<file path="src/rtl/mem_store_pkg.sv">
// Shared types and helpers for the MEM-stage store unit.
package mem_store_pkg;

    typedef enum logic [1:0] {
        IDLE  = 2'd0,
        READ  = 2'd1,
        MERGE = 2'd2,
        WRITE = 2'd3
    } st_state_t;

    localparam logic SZ_WORD = 1'b0;
    localparam logic SZ_HALF = 1'b1;

    // Half-word stores need 2-byte alignment, word stores need 4-byte alignment.
    function automatic logic is_misaligned(input logic half, input logic [1:0] lsb);
        return (half == SZ_HALF) ? lsb[0] : (lsb != 2'b00);
    endfunction

endpackage

</file>
<file path="src/rtl/half_insert.sv">
// Replaces one 16-bit lane of a 32-bit word; sel_hi=1 targets bits [31:16].
module half_insert (
    input  logic [31:0] word_in,
    input  logic [15:0] half_in,
    input  logic        sel_hi,
    output logic [31:0] word_out
);

    for (genvar gi = 0; gi < 2; gi++) begin : g_lane
        // Lane 1 is the upper half, lane 0 the lower half.
        logic lane_sel;
        assign lane_sel = (gi == 1) ? sel_hi : ~sel_hi;
        assign word_out[16*gi +: 16] = lane_sel ? half_in : word_in[16*gi +: 16];
    end

endmodule

</file>
<file path="src/rtl/store_half_merge.sv">
// MEM-stage store unit: word stores write straight through, half-word
// stores do a read-modify-write on a memory without byte enables.
module store_half_merge
    import mem_store_pkg::*;
#(
    parameter int MEM_AW     = 16,
    parameter int BIG_ENDIAN = 0
) (
    input  logic              clk,
    input  logic              rst_n,
    input  logic              req_valid,
    input  logic              req_half,
    input  logic [31:0]       req_addr,
    input  logic [31:0]       req_data,
    output logic              busy,
    output logic              done,
    output logic              misaligned,
    output logic [MEM_AW-1:0] mem_addr,
    output logic              mem_rd_en,
    input  logic [31:0]       mem_rdata,
    output logic              mem_wr_en,
    output logic [31:0]       mem_wdata
);

    localparam logic BE_BIT = (BIG_ENDIAN != 0);

    st_state_t         state_q, state_d;
    logic [MEM_AW-1:0] addr_q, addr_d;
    logic [15:0]       data_q, data_d;
    logic              sel_hi_q, sel_hi_d;
    logic [31:0]       merge_q, merge_d;
    logic              misaligned_q, misaligned_d;

    logic              req_bad;
    logic              accept;
    logic [31:0]       inserted;

    // Only the word-address bits reach memory; the rest of the byte address is ignored.
    logic unused_addr_bits;
    assign unused_addr_bits = &{1'b0, req_addr};

    assign req_bad = is_misaligned(req_half, req_addr[1:0]);
    assign accept  = (state_q == IDLE) && req_valid && !req_bad;

    half_insert u_half_insert (
        .word_in  (mem_rdata),
        .half_in  (data_q),
        .sel_hi   (sel_hi_q),
        .word_out (inserted)
    );

    // Next-state and datapath-register updates for the store FSM.
    always_comb begin
        state_d      = state_q;
        addr_d       = addr_q;
        data_d       = data_q;
        sel_hi_d     = sel_hi_q;
        merge_d      = merge_q;
        misaligned_d = 1'b0;
        case (state_q)
            IDLE: begin
                if (req_valid) begin
                    if (req_bad) begin
                        misaligned_d = 1'b1;
                    end else begin
                        addr_d   = req_addr[MEM_AW+1:2];
                        data_d   = req_data[15:0];
                        sel_hi_d = req_addr[1] ^ BE_BIT;
                        // Word stores carry their data straight to the write cycle.
                        merge_d  = req_data;
                        state_d  = (req_half == SZ_HALF) ? READ : WRITE;
                    end
                end
            end
            READ:    state_d = MERGE;
            MERGE: begin
                merge_d = inserted;
                state_d = WRITE;
            end
            WRITE:   state_d = IDLE;
            default: state_d = IDLE;
        endcase
    end

    // State and datapath registers; reset abandons any in-flight store.
    always_ff @(posedge clk or negedge rst_n) begin
        if (!rst_n) begin
            state_q      <= IDLE;
            addr_q       <= '0;
            data_q       <= '0;
            sel_hi_q     <= 1'b0;
            merge_q      <= '0;
            misaligned_q <= 1'b0;
        end else begin
            state_q      <= state_d;
            addr_q       <= addr_d;
            data_q       <= data_d;
            sel_hi_q     <= sel_hi_d;
            merge_q      <= merge_d;
            misaligned_q <= misaligned_d;
        end
    end

    // Strobes decode directly from the state register so they are glitch-free
    // and read/write can never overlap.
    assign mem_rd_en  = (state_q == READ);
    assign mem_wr_en  = (state_q == WRITE);
    assign done       = (state_q == WRITE);
    assign misaligned = misaligned_q;
    assign busy       = (state_q != IDLE) || accept;
    assign mem_addr   = addr_q;
    assign mem_wdata  = merge_q;

endmodule

</file>
<file path="config.mk">
export PLATFORM = sky130hd
export DESIGN_NAME = store_half_merge
export DESIGN_NICKNAME = d
export VERILOG_FILES = /design/src/rtl/mem_store_pkg.sv /design/src/rtl/half_insert.sv /design/src/rtl/store_half_merge.sv
export SDC_FILE = /design/constraint.sdc
export NUM_CORES = 1
export LEC_CHECK = 0
export CORE_MARGIN = 5
export CORE_UTILIZATION = 30
export CTS_CLUSTER_DIAMETER = 50
export DETAILED_ROUTE_END_ITERATION = 10
export GPL_ROUTABILITY_DRIVEN = 0
export PLACE_DENSITY = 0.63
export SLEW_MARGIN = 20
export SYNTH_ARGS = -nofsm -noshare
export SYNTH_HDL_FRONTEND = slang
export SYNTH_SLANG_ARGS = --single-unit
</file>
<file path="constraint.sdc">
create_clock -name clk -period 4.2 [get_ports clk]
set_clock_uncertainty 0.1 [all_clocks]
set_input_delay 0.63 -clock clk [delete_from_list [all_inputs] [get_ports clk]]
set_output_delay 0.63 -clock clk [all_outputs]
set_load 0.03 [all_outputs]
</file>
==> flow_summary.ini <==
[grt]
antenna_found_initial = 0
gr-total-overflow = 0
grt_pass1_vias = 2770
grt_pass1_wl_mm = 14.1
grt_start_max_net_pins = 69
grt_usage_pct = 13.3

[place]
dp_hpwl_mm = 5.97
dpl-instance-area_sq_um = 4820
place.port_buffers = 138

[synthesis]
synth-main-ff-cell = dfrtp_1
syn-instance-count = 268
synthArstFlopShare_pct = 100
synth.avg_cell_area_sq_um = 12.5
syn_nets = 373
ys_warn_count = 0
synth_top_cell_by_area = dfrtp_1
synth_edf_count = 0
ys_types = 19
netlist.area_leader.share_pct = 51.0
ys_seq_elements = 68
synth_area_leaders = dfrtp_1, mux2_2, mux2i_1
ys_seq_area_share_pct = 51.0
netlist_area_sq_um = 3340

[detailed_routing]
vias = 2496
drt_wl_total_mm = 8.62
drc = 0
dr.pass1.iters = 4
ant_nets = 0
vias_per_cell = 4.56
drtIter0Drc = 67
wire_per_inst_um = 15.8

[status]
status = finished, final reports clean

[timing]
finalSetupTns_ns = 0
max_slew_margin_pct = 33.1
worst_slew_pin_slew_ns = 1.00
setup_viol = 0
grt_setup_unrepaired = false
finalCriticalPeriod_ns = 3.27
maxSlewViolCount = 0
period_share_pct = 77.9
final_hold_viol_count = 0
max_freq_mhz = 306

[layout]
fillerInstances = 1052
drive_gt1_share_pct = 20.9
stdcell_area_sq_um = 5040
num_antenna_cells = 0
final_core_util_pct = 46.3
finalNetCount = 507
area_growth_syn_to_layout_pct = 50.8

[setup_path]
slowest_delay_ns = 0.77
endpoint_kind = primary output
crit_fanout = 4
crit_family = buffers and inverters
critical_path.cell_chain = clkdlybuf4s50_1 > nand2b_1 > o21ai_0 > clkdlybuf4s50_1
cp.arrival_ns = 2.54
worst_r2r_path_depth = 6
r2r-end = mem_addr[4]
path_class = input pin to primary output
r2r-start = state_q[1]
cp_common_cell = clkdlybuf4s50_1
cp-start-kind = input pin
required_ns = 3.47
slowest_stage = clkdlybuf4s50_1
path_buf_inv = 2
r2r_setup_slack_ns = 1.84

[floorplanning]
die_y_um = 116
coreArea_sq_um = 10900
die_w_um = 116
pin_count = 153
dieArea_sq_um = 13300
initial_core_util_pct = 30.7
num_rows = 38

[clock_tree]
clkLatencyLatePin_ns = 0.33
clock_path_buffers = 2
cts_resized = 0
cts_tree = built
postCtsSetupRepairBufs = 0
cts_buffers = 9
ctsHoldBuffers = 0
htreeDepth = 3
root_buffer = clkbuf_8
clk_pin_slew_ns = 0.07
clock_sinks = 68

[worst_hold_path]
min_path_type = input pin to async pin

[pwr]
leakagePower_uw = 0.00210
power_density_nw_per_um2 = 804
irDropWorstVdd_uv = 326

[flow_run]
cap_violations = 0
synthesized netlist by cell type, types with 3 or more instances:
cell	n
clkbuf_1	5
buf_2	5
mux2_2	60
a21oi_1	32
buf_4	4
mux2i_1	35
ha_1	5
nor2_1	35
dfrtp_1	68
inv_1	4
buf_6	3
mux2_1	5
cell type report:
cell class / count / area (sq um) / share of cell area, %
Clock inverter: 5 / 75.1 / 1.49
Timing Repair Buffer: 141 / 1410 / 28.1
Multi-Input combinational cell: 178 / 1510 / 30.1
Inverter: 4 / 15.0 / 0.298
Sequential cell: 68 / 1700 / 33.8
Tap cell: 140 / 175 / 3.48
Clock buffer: 11 / 141 / 2.81
metrics by stage:
stage                     total power [uW]  worst slack [ns]  hold slack, ns  cells
after global routing                  4340             0.841           0.390    547
after detailed placement              3510             0.906           0.375    531
after floorplan                       2700              1.81           0.234    268
final                                 4050             0.928           0.308    547
after CTS                             4130             0.892           0.340    547
after global placement                3460             0.933           0.370    531
placed cells by master, fill, tap and decap left out, types with 2 or more instances in the layout:
cell type        count
clkdlybuf4s50_1    137
dfrtp_1             67
mux2_2              60
nor2_1              35
mux2i_1             35
a21oi_1             32
clkbuf_8            10
mux2_1               5
inv_1                4
ha_1                 4
clkinv_2             3
buf_4                3
bufinv_16            2
sequential cells by signal, summed over array words and instances, names as in the netlist:
register / flops
sel_hi_q: 1
mem_wdata: 32
mem_addr: 16
state_q: 2
misaligned: 1
data_q: 16
worst max-delay path by stage:
stage / startpoint / endpoint / slack [ns] / cells after the start
after floorplan: req_addr[1] / busy / 1.81 / 2
after global placement: req_addr[0] / busy / 0.93 / 4
after detailed placement: req_addr[0] / busy / 0.91 / 4
after CTS: req_addr[0] / busy / 0.89 / 4
after global routing: req_addr[0] / busy / 0.84 / 4
final: req_addr[0] / busy / 0.93 / 4
logic make-up after synthesis:
kind of cell | after synthesis | share of synthesized area (%)
AOI/OAI and AO/OA | 34 | 5.77
adders and majority gates | 5 | 1.87
buffers and inverters | 22 | 3.78
DFF | 68 | 51.0
muxes | 100 | 32.4
and+or+nand+nor | 39 | 5.21
where the power goes:
part           switching (uW)  internal (uW)
clock                     251            348
sequential                264            994
combinational            1100           1090
total                    1620           2430
metal layers:
layer / up-vias / track usage, % / part of all wire, %
li1: 1212 / - / -
met1: 1186 / 15.7 / 41
met2: 87 / 22.7 / 49
met3: 11 / 4.75 / 8.4
met4: 0 / 4.23 / 1.3
met5: - / 0 / 0
Note: power is estimated with default switching activity, not from simulation.
